--- config.mk ---
export PLATFORM = sky130hd
export DESIGN_NAME = mem_access_unit
export DESIGN_NICKNAME = d
export VERILOG_FILES = /design/src/rtl/mem_access_unit.sv
export SDC_FILE = /design/constraint.sdc
export NUM_CORES = 1
export LEC_CHECK = 0
export CAP_MARGIN = 20
export CORE_ASPECT_RATIO = 0.9
export CORE_MARGIN = 2
export CORE_UTILIZATION = 44
export CTS_CLUSTER_DIAMETER = 120
export DETAILED_ROUTE_END_ITERATION = 8
export HOLD_SLACK_MARGIN = 0.08
export PLACE_DENSITY = 0.89
export SYNTH_ARGS = -nofsm -noshare
export SYNTH_HDL_FRONTEND = slang
export SYNTH_SLANG_ARGS = --single-unit
--- constraint.sdc ---
create_clock -name clk -period 8.5 [get_ports clk]
set_clock_uncertainty 0.2 [all_clocks]
set_input_delay 1.275 -clock clk [delete_from_list [all_inputs] [get_ports clk]]
set_output_delay 1.275 -clock clk [all_outputs]
set_load 0.02 [all_outputs]
--- src/rtl/mem_access_unit.sv ---
// Memory-stage access unit: runs each M-stage load/store as a req/ack
// transaction, stalls the pipeline until it completes, and forms the W-stage load result.
module mem_access_unit #(
    parameter int TIMEOUT = 255
) (
    input  logic        clk,
    input  logic        reset,
    input  logic        memtoregM,
    input  logic        memwriteM,
    input  logic [31:0] aluoutM,
    input  logic [31:0] writedataM,
    input  logic        lbW,
    output logic        mem_req,
    output logic        mem_we,
    output logic [31:0] mem_addr,
    output logic [31:0] mem_wdata,
    input  logic [31:0] mem_rdata,
    input  logic        mem_ack,
    output logic        stallMem,
    output logic [31:0] readdataW,
    output logic [31:0] loadresultW,
    output logic        memerr,
    output logic        fsm_state
);

    // Handshake: mem_req rises one cycle after an access is seen in IDLE and
    // holds mem_we/mem_addr/mem_wdata stable until the cycle mem_ack is high
    // (or the timeout fires); mem_ack outside WAIT is ignored.

    localparam int CW = (TIMEOUT > 1) ? $clog2(TIMEOUT) : 1;

    typedef enum logic {
        S_IDLE = 1'b0,
        S_WAIT = 1'b1
    } state_t;

    state_t        state;
    state_t        state_nxt;
    logic [CW-1:0] cnt;
    logic          ldq;
    logic [1:0]    addrq;
    logic [1:0]    addrW;
    logic          access;
    logic          timeout_hit;
    logic          start;
    logic          done_ack;
    logic [7:0]    lbyte;

    assign access      = memtoregM | memwriteM;
    assign timeout_hit = (state == S_WAIT) && !mem_ack && (cnt == CW'(TIMEOUT - 1));
    assign start       = (state == S_IDLE) && access;
    assign done_ack    = (state == S_WAIT) && mem_ack;

    always_comb begin
        state_nxt = state;
        stallMem  = 1'b0;
        case (state)
            S_IDLE: begin
                if (access) begin
                    state_nxt = S_WAIT;
                    stallMem  = 1'b1;
                end
            end
            S_WAIT: begin
                if (mem_ack || timeout_hit) begin
                    state_nxt = S_IDLE;
                end else begin
                    stallMem = 1'b1;
                end
            end
            default: state_nxt = S_IDLE;
        endcase
    end

    always_ff @(posedge clk or posedge reset) begin
        if (reset) begin
            state <= S_IDLE;
        end else begin
            state <= state_nxt;
        end
    end

    // Request-side latches and the WAIT-cycle counter.
    always_ff @(posedge clk or posedge reset) begin
        if (reset) begin
            cnt       <= '0;
            mem_we    <= 1'b0;
            mem_addr  <= '0;
            mem_wdata <= '0;
            ldq       <= 1'b0;
            addrq     <= 2'b00;
        end else if (start) begin
            cnt       <= '0;
            mem_we    <= memwriteM;
            mem_addr  <= {aluoutM[31:2], 2'b00};
            mem_wdata <= writedataM;
            ldq       <= memtoregM & ~memwriteM;
            addrq     <= aluoutM[1:0];
        end else if ((state == S_WAIT) && !mem_ack && !timeout_hit) begin
            cnt <= cnt + CW'(1);
        end
    end

    always_ff @(posedge clk or posedge reset) begin
        if (reset) begin
            memerr <= 1'b0;
        end else if (timeout_hit) begin
            memerr <= 1'b1;
        end
    end

    // W-stage read word: only a completing load writes it; a timed-out load
    // delivers a recognisable poison value.
    always_ff @(posedge clk or posedge reset) begin
        if (reset) begin
            readdataW <= '0;
            addrW     <= 2'b00;
        end else if (ldq && done_ack) begin
            readdataW <= mem_rdata;
            addrW     <= addrq;
        end else if (ldq && timeout_hit) begin
            readdataW <= 32'hDEADBEEF;
            addrW     <= addrq;
        end
    end

    always_comb begin
        lbyte = readdataW[7:0];
        case (addrW)
            2'd0: lbyte = readdataW[7:0];
            2'd1: lbyte = readdataW[15:8];
            2'd2: lbyte = readdataW[23:16];
            2'd3: lbyte = readdataW[31:24];
            default: lbyte = readdataW[7:0];
        endcase
    end

    assign loadresultW = lbW ? {{24{lbyte[7]}}, lbyte} : readdataW;
    assign mem_req     = (state == S_WAIT);
    assign fsm_state   = state;

endmodule
# ---- After elaboration in Yosys (flattened, before gate mapping)
# Cells that the tools add are included.
dict set report classes {
  n_bitwise 4
  addsub 1
  n_reduce_logical 13
  eq_ne 4
  mux 11
}
# operator n
set ops {}
lappend ops {{$mux 32} 3}
lappend ops {{$pmux 8 s4} 1}
lappend ops {{$mux 8} 2}
lappend ops {{$add 8x1->8 const B} 1}
lappend ops {{$eq 8x8->1 const B} 1}
lappend ops {{$logic_and 1x1->1} 7}
lappend ops {{$eq 2x2->1 const B} 2}
lappend ops {{$mux 2} 2}
lappend ops {{$reduce_bool 2->1} 2}
lappend ops {{$eq 2x1->1 const B} 1}
lappend ops {{$logic_not 1->1} 2}
lappend ops {{$logic_not 2->1} 1}
lappend ops {{$mux 1} 2}
lappend ops {{$not 1->1} 2}
lappend ops {{$pmux 1 s2} 1}
lappend ops {{$and 1x1->1} 1}
lappend ops {{$logic_or 1x1->1} 1}
lappend ops {{$or 1x1->1} 1}
dict set report word_totals {
  reg_bits 110
  output_inout_bits 133
}

# ---- Logic depth before layout (Yosys ltp)
# Gate-level depths: netlist (run 1).
dict set report logic_depth {
  ltp_word 7
  ltp_mapped 7
  mapped_depth_nobuf 6
}

# ---- Least setup slack after synthesis (run 1)
# Ideal clock, no wire load.
dict set report synth_path {
  kind {input -> output}
  start {in lbW}
  end {out loadresultW[2]}
  slack_ns 4.803
  required_ns 7.025
  path_stages 4
  t_arrival_ns 2.222
  n_path_buf 2
  cell_sequence {clkbuf_1 -> clkbuf_1 -> o22ai_1 -> a21oi_1}
}
dict set report synth_via {
  elab_chain_len 1
}
# item line
set synth_lines {}
lappend synth_lines {{start: declaration} 12} ;# input logic lbW,
lappend synth_lines {{$mux 32} 138} ;# assign loadresultW = lbW ? {{24{lbyte[7]}}, lbyte} : readdataW;
lappend synth_lines {{end: declaration} 21} ;# output logic [31:0] loadresultW,
# Every way passes these cells.

# ---- Worst setup path after layout (run 1)
dict set report layout_path {
  start {in lbW}
  end {out loadresultW[9]}
}
# Same word-level chain as after synthesis.

==> results of run 1 <==
final timing paths:
path	from	to	slack, ns	cells after the start
max	lbW	loadresultW[9]	3.14	4
min	memerr	memerr	0.26	1
max reg2reg	cnt[0]	addrW[1]	6.43	6
min reg2reg	memerr	memerr	0.26	1
max in group asynchronous	reset	mem_we	5.71	3
min in group asynchronous	reset	mem_addr[29]	1.11	2
area by class of cell:
type	instances	area [sq um]	area share, %
clock buffer	10	229	3.09
clock inverter	6	68.8	0.929
inverter	31	119	1.60
multi-input combinational	367	1730	23.4
sequential	110	2750	37.2
tap	129	161	2.18
timing repair buffer	235	2340	31.7
logic make-up (layout without fill, tap and decap cells):
| group | Yosys count | after routing | synth area share (%) |
|---|---|---|---|
| compound gates | 101 | 101 | 12.6 |
| xor+xnor | 1 | 1 | 0.185 |
| fa+ha+maj | 2 | 2 | 0.527 |
| buf+inv | 61 | 282 | 5.91 |
| flops | 110 | 110 | 58.0 |
| mux | 4 | 4 | 1.16 |
| other cells | 1 | 2 | 0.0790 |
| simple gates | 257 | 257 | 21.5 |
flip-flops by register name (all words and copies together) (netlist names):
signal	flops
ldq	1
addrq	2
addrW	2
mem_wdata	32
readdataW	32
memerr	1
mem_we	1
cnt	8
fsm_state	1
mem_addr	30
synthesized netlist by cell type, types with 2 or more instances:
library cell    n  area, sq um
inv_1          31          116
o21ai_1         3         15.0
clkbuf_4        2         15.0
buf_4           4         30.0
dfrtp_1       110         2750
o22ai_1        14         87.6
mux2_2          2         22.5
nand3_1         5         25.0
nor2_1         31          116
o22a_2          6         60.1
o21ai_0        33          165
a22o_1          2         17.5
ha_1            2         25.0
buf_2           5         25.0
nor3_1          3         15.0
nand2_1       208          781
a21oi_1        36          180
buf_6           3         33.8
clkbuf_1       16         60.1
worst max-delay path, delay by kind of cell:
kind                   cells  cell delay (ns)
AO/OA/AOI/OAI              1             0.25
buffers and inverters      2             1.87
AND/OR/NAND/NOR            1             0.48
power by group through the flow:
stage	logic (mW)	registers (mW)	clock network (mW)
3_3_place_gp	1.36	0.868	0
4_1_cts	1.39	0.870	0.430
2_1_floorplan	0.496	1.06	0
3_5_place_dp	1.38	0.877	0
5_1_grt	1.47	0.896	0.453
6_report	1.38	0.871	0.421
metal layers:
metal	track usage, %	vias to the layer above
met5	0	-
met2	43.1	203
met4	8.82	0
met1	29.1	2126
met3	6.94	23
li1	-	2152
metrics by stage:
step,instances,instance area [sq um]
floorplan,538,4750
global placement,872,7110
detailed placement,872,7110
CTS,888,7410
global route,888,7410
finish,888,7410
==> key figures, run 1 <==
Timing
  • Setup TNS: 0 ns
  • Min Tclk post-route: 5.36 ns
  • RSZ-0062 raised after global routing: no
  • Relative slew slack: 26.7%
  • FMAX: 187 MHz
  • Setup violations, final: 0
  • Max-slew violation count: 0
  • Fin crit share: 63.1%
  • Hold WS: 0.261 ns
  • Final hold vios: 0
  • Pin slew with the least headroom to its limit: 1.10 ns
  • Final setup margin: 3.14 ns

Floorplan
  • Core footprint: 10400 sq um
  • Initial Utilization: 45.7%
  • IO Pins: 235
  • Die Width: 113 um
  • Die height: 103 um
  • Row cnt: 35
  • Full die area: 11600 sq um

Routing
  • Met3 WL: 1.22 mm
  • Routed wl met2: 7.17 mm
  • Post-Route WL: 14.2 mm
  • Drt initial violations: 460
  • DR pass1 iterations: 5
  • M1 wire length: 5.52 mm
  • Post-DRT Antenna Nets: 0
  • Vias per cell: 5.07
  • Residual DRC: 0
  • Routed vias: 4504
  • DR WL/cell: 16.0 um
  • DR top layer: met4

Synthesis
  • Syn avg cell area: 8.84 sq um
  • FF+latch count, synth: 110
  • Post-synth ARST share: 100%
  • Synth unique cells: 40
  • Syn Inst Count: 537
  • Number of flops mapped to enable cells by yosys: 0
  • Post-synth top flop: dfrtp_1
  • Mapped cell area: 4750 sq um
  • Yosys warns: 0
  • Register area share after synthesis: 58.0%

Finish
  • Fin util: 71.4%
  • Number of fill cells in the layout: 781
  • Synthesis-to-layout area growth: 56.1%
  • ANT cells: 0
  • Share of cells above drive strength 1: 4.87%
  • Most frequent cells in the layout: clkdlybuf4s50_1, nand2_1, dfrtp_1
  • Layout net count: 858
  • Most common cell after layout, fill and taps aside: clkdlybuf4s50_1

Power and ir drop
  • Sw Ratio: 40.8%
  • P_sw: 1.09 mW
  • Comb pwr share: 51.6%
  • Peak supply drop: 0.000176 V
  • Cell-internal power: 1.58 mW
  • Static Leak: 3.45 nW
  • P per Cell Area: 361 nW/um^2
  • Sequential share of power: 32.6%
  • Total Power: 2.67 mW
  • Clock power share: 15.8%

Place
  • Post-DP HPWL: 10.7 mm
  • Port Buffer Count: 232
  • Post-Place Worst Slack: 3.21 ns
  • GP Congestion: 1.00

Worst setup path
  • Crit path DAT: 3.89 ns
  • Max stage delay on crit path: 1.20 ns
  • Top cell by count, worst path: clkdlybuf4s50_1
  • Critical path's slowest cell: clkdlybuf4s50_1
  • Critical path required time: 7.03 ns
  • Critical Setup Path Class: in -> out
  • Crit. End Element: output pin
  • Critical Path Fanout Max: 35
  • CP startpoint kind: input pin
  • Cell Chain, Critical Path: clkdlybuf4s50_1, nand2_2, o21ai_0, clkdlybuf4s50_1

Clock tree
  • H-tree levels: 3
  • Clock latency on the worst-skew pair: 0.34 ns
  • Clock tree buffer depth: 2
  • CTS Hold Bufs: 0
  • CTS buffer count: 9
  • CTS tree: done
  • CTS sink count: 110
  • Postcts setup bufs: 0
  • Clock slew at reported path FFs: 0.07 ns
  • Clk Tree Root Cell: clkbuf_16
  • Post-CTS sizing: 0

GRT
  • Initial antenna violation count: 0
  • First-pass GRT wire length: 22.5 mm
  • Total gr overflow: 0
  • Tot GR Track Use: 24.5%
  • Vias in the first global route: 4518
  • Largest net degree at the start of global routing: 73

Worst hold path
  • Worst Hold Class: reg -> reg

Flow run
  • Max-cap viol count: 0

Status
  • Run status: complete, no violations
Power figures use the tool's default switching activity.
==> run 2, diff against run 1 <==
CORE_UTILIZATION = 37   (was 44)
PLACE_DENSITY = 0.8   (was 0.89)
clock period = 4.7 ns   (was 8.5 ns; I/O delays follow)
==> key figures, run 2 (synthesis gave the netlist of run 1 again) <==
Status
  • Run status: complete, no violations

Routing
  • Post-DRT Antenna Nets: 0
  • Routed vias: 4541
  • Post-Route WL: 14.4 mm
  • DR pass1 iterations: 5
  • DR WL/cell: 15.6 um
  • Residual DRC: 0
  • Drt initial violations: 244
  • Vias per cell: 4.91

Timing
  • RSZ-0062 raised after global routing: no
  • FMAX: 273 MHz
  • Min Tclk post-route: 3.67 ns
  • Max-slew violation count: 0
  • Setup violations, final: 0
  • Relative slew slack: 41.3%
  • Fin crit share: 78.1%
  • Final hold vios: 0
  • Setup TNS: 0 ns
  • Pin slew with the least headroom to its limit: 0.878 ns

Finish
  • Synthesis-to-layout area growth: 58.3%
  • Top Registers: mem_wdata (32), readdataW (32), mem_addr (30)
  • Layout net count: 860
  • Most frequent cells in the layout: clkdlybuf4s50_1, nand2_1, dfrtp_1
  • Number of fill cells in the layout: 1043
  • Most common cell after layout, fill and taps aside: clkdlybuf4s50_1
  • ANT cells: 0
  • Share of cells above drive strength 1: 5.12%
  • Fin cells: 925
  • Final Cell Area: 7510 sq um

Floorplan
  • IO Pins: 235
  • Initial Utilization: 37.7%
  • Row cnt: 39
  • Core footprint: 12600 sq um
  • Full die area: 13700 sq um
  • Die height: 111 um
  • Die Width: 123 um

Place
  • GP Congestion: 0.895
  • Post-DP HPWL: 10.6 mm
  • Dpl cell area: 7160 sq um
  • Port Buffer Count: 232
  • Placed insts: 908

Power and ir drop
  • Static Leak: 3.48 nW
  • P per Cell Area: 652 nW/um^2
  • Peak supply drop: 0.000368 V

Worst setup path
  • Crit path DAT: 2.76 ns
  • Critical Path Fanout Max: 25
  • Critical Setup Path Class: reg -> out
  • Critical path required time: 3.80 ns
  • Crit. End Element: output pin
  • CP startpoint kind: register

Clock tree
  • CTS sink count: 110
  • Clock tree buffer depth: 2
  • Clock latency on the worst-skew pair: 0.35 ns
  • Clk Tree Root Cell: clkbuf_16
  • Postcts setup bufs: 0
  • H-tree levels: 3
  • CTS Hold Bufs: 0
  • Clock slew at reported path FFs: 0.07 ns
  • CTS buffer count: 9
  • Post-CTS sizing: 0
  • CTS tree: done

Worst hold path
  • Worst Hold Class: reg -> reg

GRT
  • Vias in the first global route: 4585
  • Total gr overflow: 0
  • First-pass GRT wire length: 22.9 mm
  • Initial antenna violation count: 0
  • Largest net degree at the start of global routing: 88
  • Tot GR Track Use: 21.4%

Flow run
  • Max-cap viol count: 0
run 2: changes by cell type in the layout (fill, tap and decap cells not counted), sizes merged:
cell      previous run  this run
buf                  3         5
inv                 33        31
bufinv               1         2
clkbuf              10        11
clkinv               2         3
clkinvlp             1         0
run 2: layer usage:
| layer | GRT usage, % | vias up | part of all wire, % |
|---|---|---|---|
| li1 | - | 2165 | - |
| met4 | 8.94 | 0 | 2.3 |
| met2 | 35.7 | 244 | 48 |
| met5 | 0 | - | 0 |
| met3 | 7.63 | 27 | 12 |
| met1 | 24.8 | 2105 | 38 |
run 2: metrics by stage:
stage	setup slack [ns]	power, mW	hold WS, ns	util, %
after floorplan	0.893	2.81	0.240	-
after global placement	1.23	4.03	0.255	56.9
after detailed placement	1.17	4.09	0.250	56.9
after CTS	1.10	4.93	0.262	59.5
after global routing	0.875	5.19	0.289	59.7
final	1.03	4.90	0.256	59.7
run 2: critical path: stages, from the launching register on:
cell             delay (ns)
dfrtp_1                0.89
mux4_2                 0.42
nand2_2                0.32
o21ai_0                0.20
clkdlybuf4s50_1        0.58
run 2: area by class of cell:
cell class / count / area [sq um] / area share [%]
clock inverter: 5 / 82.6 / 1.10
sequential: 110 / 2750 / 36.6
clock buffer: 11 / 243 / 3.23
timing repair buffer: 237 / 2380 / 31.7
inverter: 31 / 119 / 1.58
multi-input combinational: 367 / 1730 / 23.0
tap: 164 / 205 / 2.73
run 2: final timing paths:
| kind | from | end | slack (ns) | cells after the start |
|---|---|---|---|---|
| max | addrW[1] | loadresultW[10] | 1.03 | 4 |
| min | memerr | memerr | 0.26 | 1 |
| max reg2reg | fsm_state | mem_wdata[28] | 2.60 | 4 |
| min reg2reg | memerr | memerr | 0.26 | 1 |
| max in group asynchronous | reset | mem_wdata[24] | 2.85 | 4 |
| min in group asynchronous | reset | mem_addr[24] | 0.48 | 2 |
run 2: report_power, final:
part / switching [mW] / internal (mW) / leakage, nW / total (mW)
combinational: 1.34 / 1.16 / 1.99 / 2.50
sequential: 0.291 / 1.29 / 1.33 / 1.58
clock: 0.342 / 0.483 / 0.160 / 0.825
total: 1.97 / 2.93 / 3.48 / 4.90
==> run 3, diff against run 2 <==
CORE_UTILIZATION = 41   (was 37)
PLACE_DENSITY = 0.83   (was 0.8)
clock period = 3.8 ns   (was 4.7 ns; I/O delays follow)
==> key figures, run 3 (synthesis gave the netlist of run 1 again) <==
Finish
  • Fin cells: 916
  • Layout net count: 861
  • ANT cells: 0
  • Top Registers: mem_wdata (32), readdataW (32), mem_addr (30)
  • Final Cell Area: 7480 sq um
  • Synthesis-to-layout area growth: 57.6%
  • Most common cell after layout, fill and taps aside: clkdlybuf4s50_1
  • Fin util: 66.0%
  • Most frequent cells in the layout: clkdlybuf4s50_1, nand2_1, dfrtp_1
  • Share of cells above drive strength 1: 4.87%

Flow run
  • Max-cap viol count: 0

Routing
  • DR pass1 iterations: 5
  • Vias per cell: 5.02
  • Post-Route WL: 13.9 mm
  • Drt initial violations: 274
  • Post-DRT Antenna Nets: 0
  • Residual DRC: 0
  • Routed vias: 4594
  • DR WL/cell: 15.2 um

Status
  • Run status: complete, no violations

Power and ir drop
  • Total Power: 5.97 mW
  • Cell-internal power: 3.58 mW
  • Peak supply drop: 0.000328 V
  • Comb pwr share: 52.2%
  • Sw Ratio: 40.0%
  • P_sw: 2.39 mW
  • P per Cell Area: 797 nW/um^2
  • Clock power share: 15.5%
  • Static Leak: 3.47 nW
  • Sequential share of power: 32.3%

Clock tree
  • CTS buffer count: 9
  • Clock slew at reported path FFs: 0.06 ns
  • Postcts setup bufs: 0
  • CTS sink count: 110
  • CTS tree: done
  • Clk Tree Root Cell: clkbuf_16
  • Clock tree buffer depth: 2
  • CTS Hold Bufs: 0
  • H-tree levels: 3
  • Post-CTS sizing: 0
  • Clock latency on the worst-skew pair: 0.34 ns

Floorplan
  • Initial Utilization: 41.8%
  • Row cnt: 37
  • Full die area: 12500 sq um
  • Core footprint: 11300 sq um
  • IO Pins: 235
  • Die Width: 117 um
  • Die height: 106 um

Timing
  • Relative slew slack: 41.2%
  • Final setup margin: 0.484 ns
  • Setup violations, final: 0
  • Final hold vios: 0
  • Fin crit share: 87.3%
  • Min Tclk post-route: 3.32 ns
  • Pin slew with the least headroom to its limit: 0.880 ns
  • Max-slew violation count: 0
  • Setup TNS: 0 ns
  • RSZ-0062 raised after global routing: no
  • Hold WS: 0.266 ns
  • FMAX: 302 MHz

Worst hold path
  • Worst Hold Class: reg -> reg

Worst setup path
  • Crit path DAT: 2.55 ns
  • CP startpoint kind: input pin
  • Critical Path Fanout Max: 11
  • Critical path required time: 3.03 ns
  • Critical Setup Path Class: in -> out
  • Crit. End Element: output pin

GRT
  • Initial antenna violation count: 0
  • Vias in the first global route: 4721
  • Tot GR Track Use: 22.8%
  • Total gr overflow: 0
  • First-pass GRT wire length: 22.8 mm
  • Largest net degree at the start of global routing: 69

Place
  • Dpl cell area: 7190 sq um
  • Port Buffer Count: 232
  • Placed insts: 902
  • Post-Place Worst Slack: 0.526 ns
  • Post-DP HPWL: 10.5 mm
  • GP Congestion: 1.00
## run 3: cell count changes in the layout (fill, tap and decap cells not counted), sizes merged
cell,change
buf,+1
bufinv,-1
clkbuf,+2
clkinv,-3
## run 3: final cells by class
cell class                      instances  area (sq um)
Fill cell                             885          3860
Sequential cell                       110          2750
Timing Repair Buffer                  238          2390
Multi-Input combinational cell        367          1730
Clock buffer                           13           260
Tap cell                              156           195
Inverter                               31           119
Clock inverter                          1          30.0
## run 3: final timing paths
check | startpoint | end | slack, ns | depth (start not counted)
setup / recovery | lbW | loadresultW[3] | 0.48 | 5
hold / removal | memerr | memerr | 0.27 | 1
setup reg to reg | cnt[0] | addrW[0] | 1.77 | 6
hold reg to reg | memerr | memerr | 0.27 | 1
max in group asynchronous | reset | mem_addr[30] | 2.11 | 3
min in group asynchronous | reset | readdataW[7] | 0.55 | 2
## run 3: worst max-delay path, stage by stage
cell and delay (ns):
clkdlybuf4s50_1 0.60, nand2_1 0.32, o22ai_1 0.14, a21oi_1 0.26, clkdlybuf4s50_1 0.65
## run 3: power groups by stage
stage	Sequential [mW]	Combinational, mW	Clock, mW
CTS	1.92	3.13	0.949
global route	1.97	3.32	0.998
floorplan	2.36	1.11	0
finish	1.93	3.12	0.925
detailed placement	1.94	3.12	0
global placement	1.92	3.07	0
## run 3: layer usage
metal | vias up | global-route usage (%) | wire (um)
li1 | 2164 | - | -
met1 | 2140 | 26.8 | 5430
met2 | 248 | 37.1 | 6600
met3 | 42 | 8.48 | 1380
met4 | 0 | 10.9 | 524
met5 | - | 0 | 0
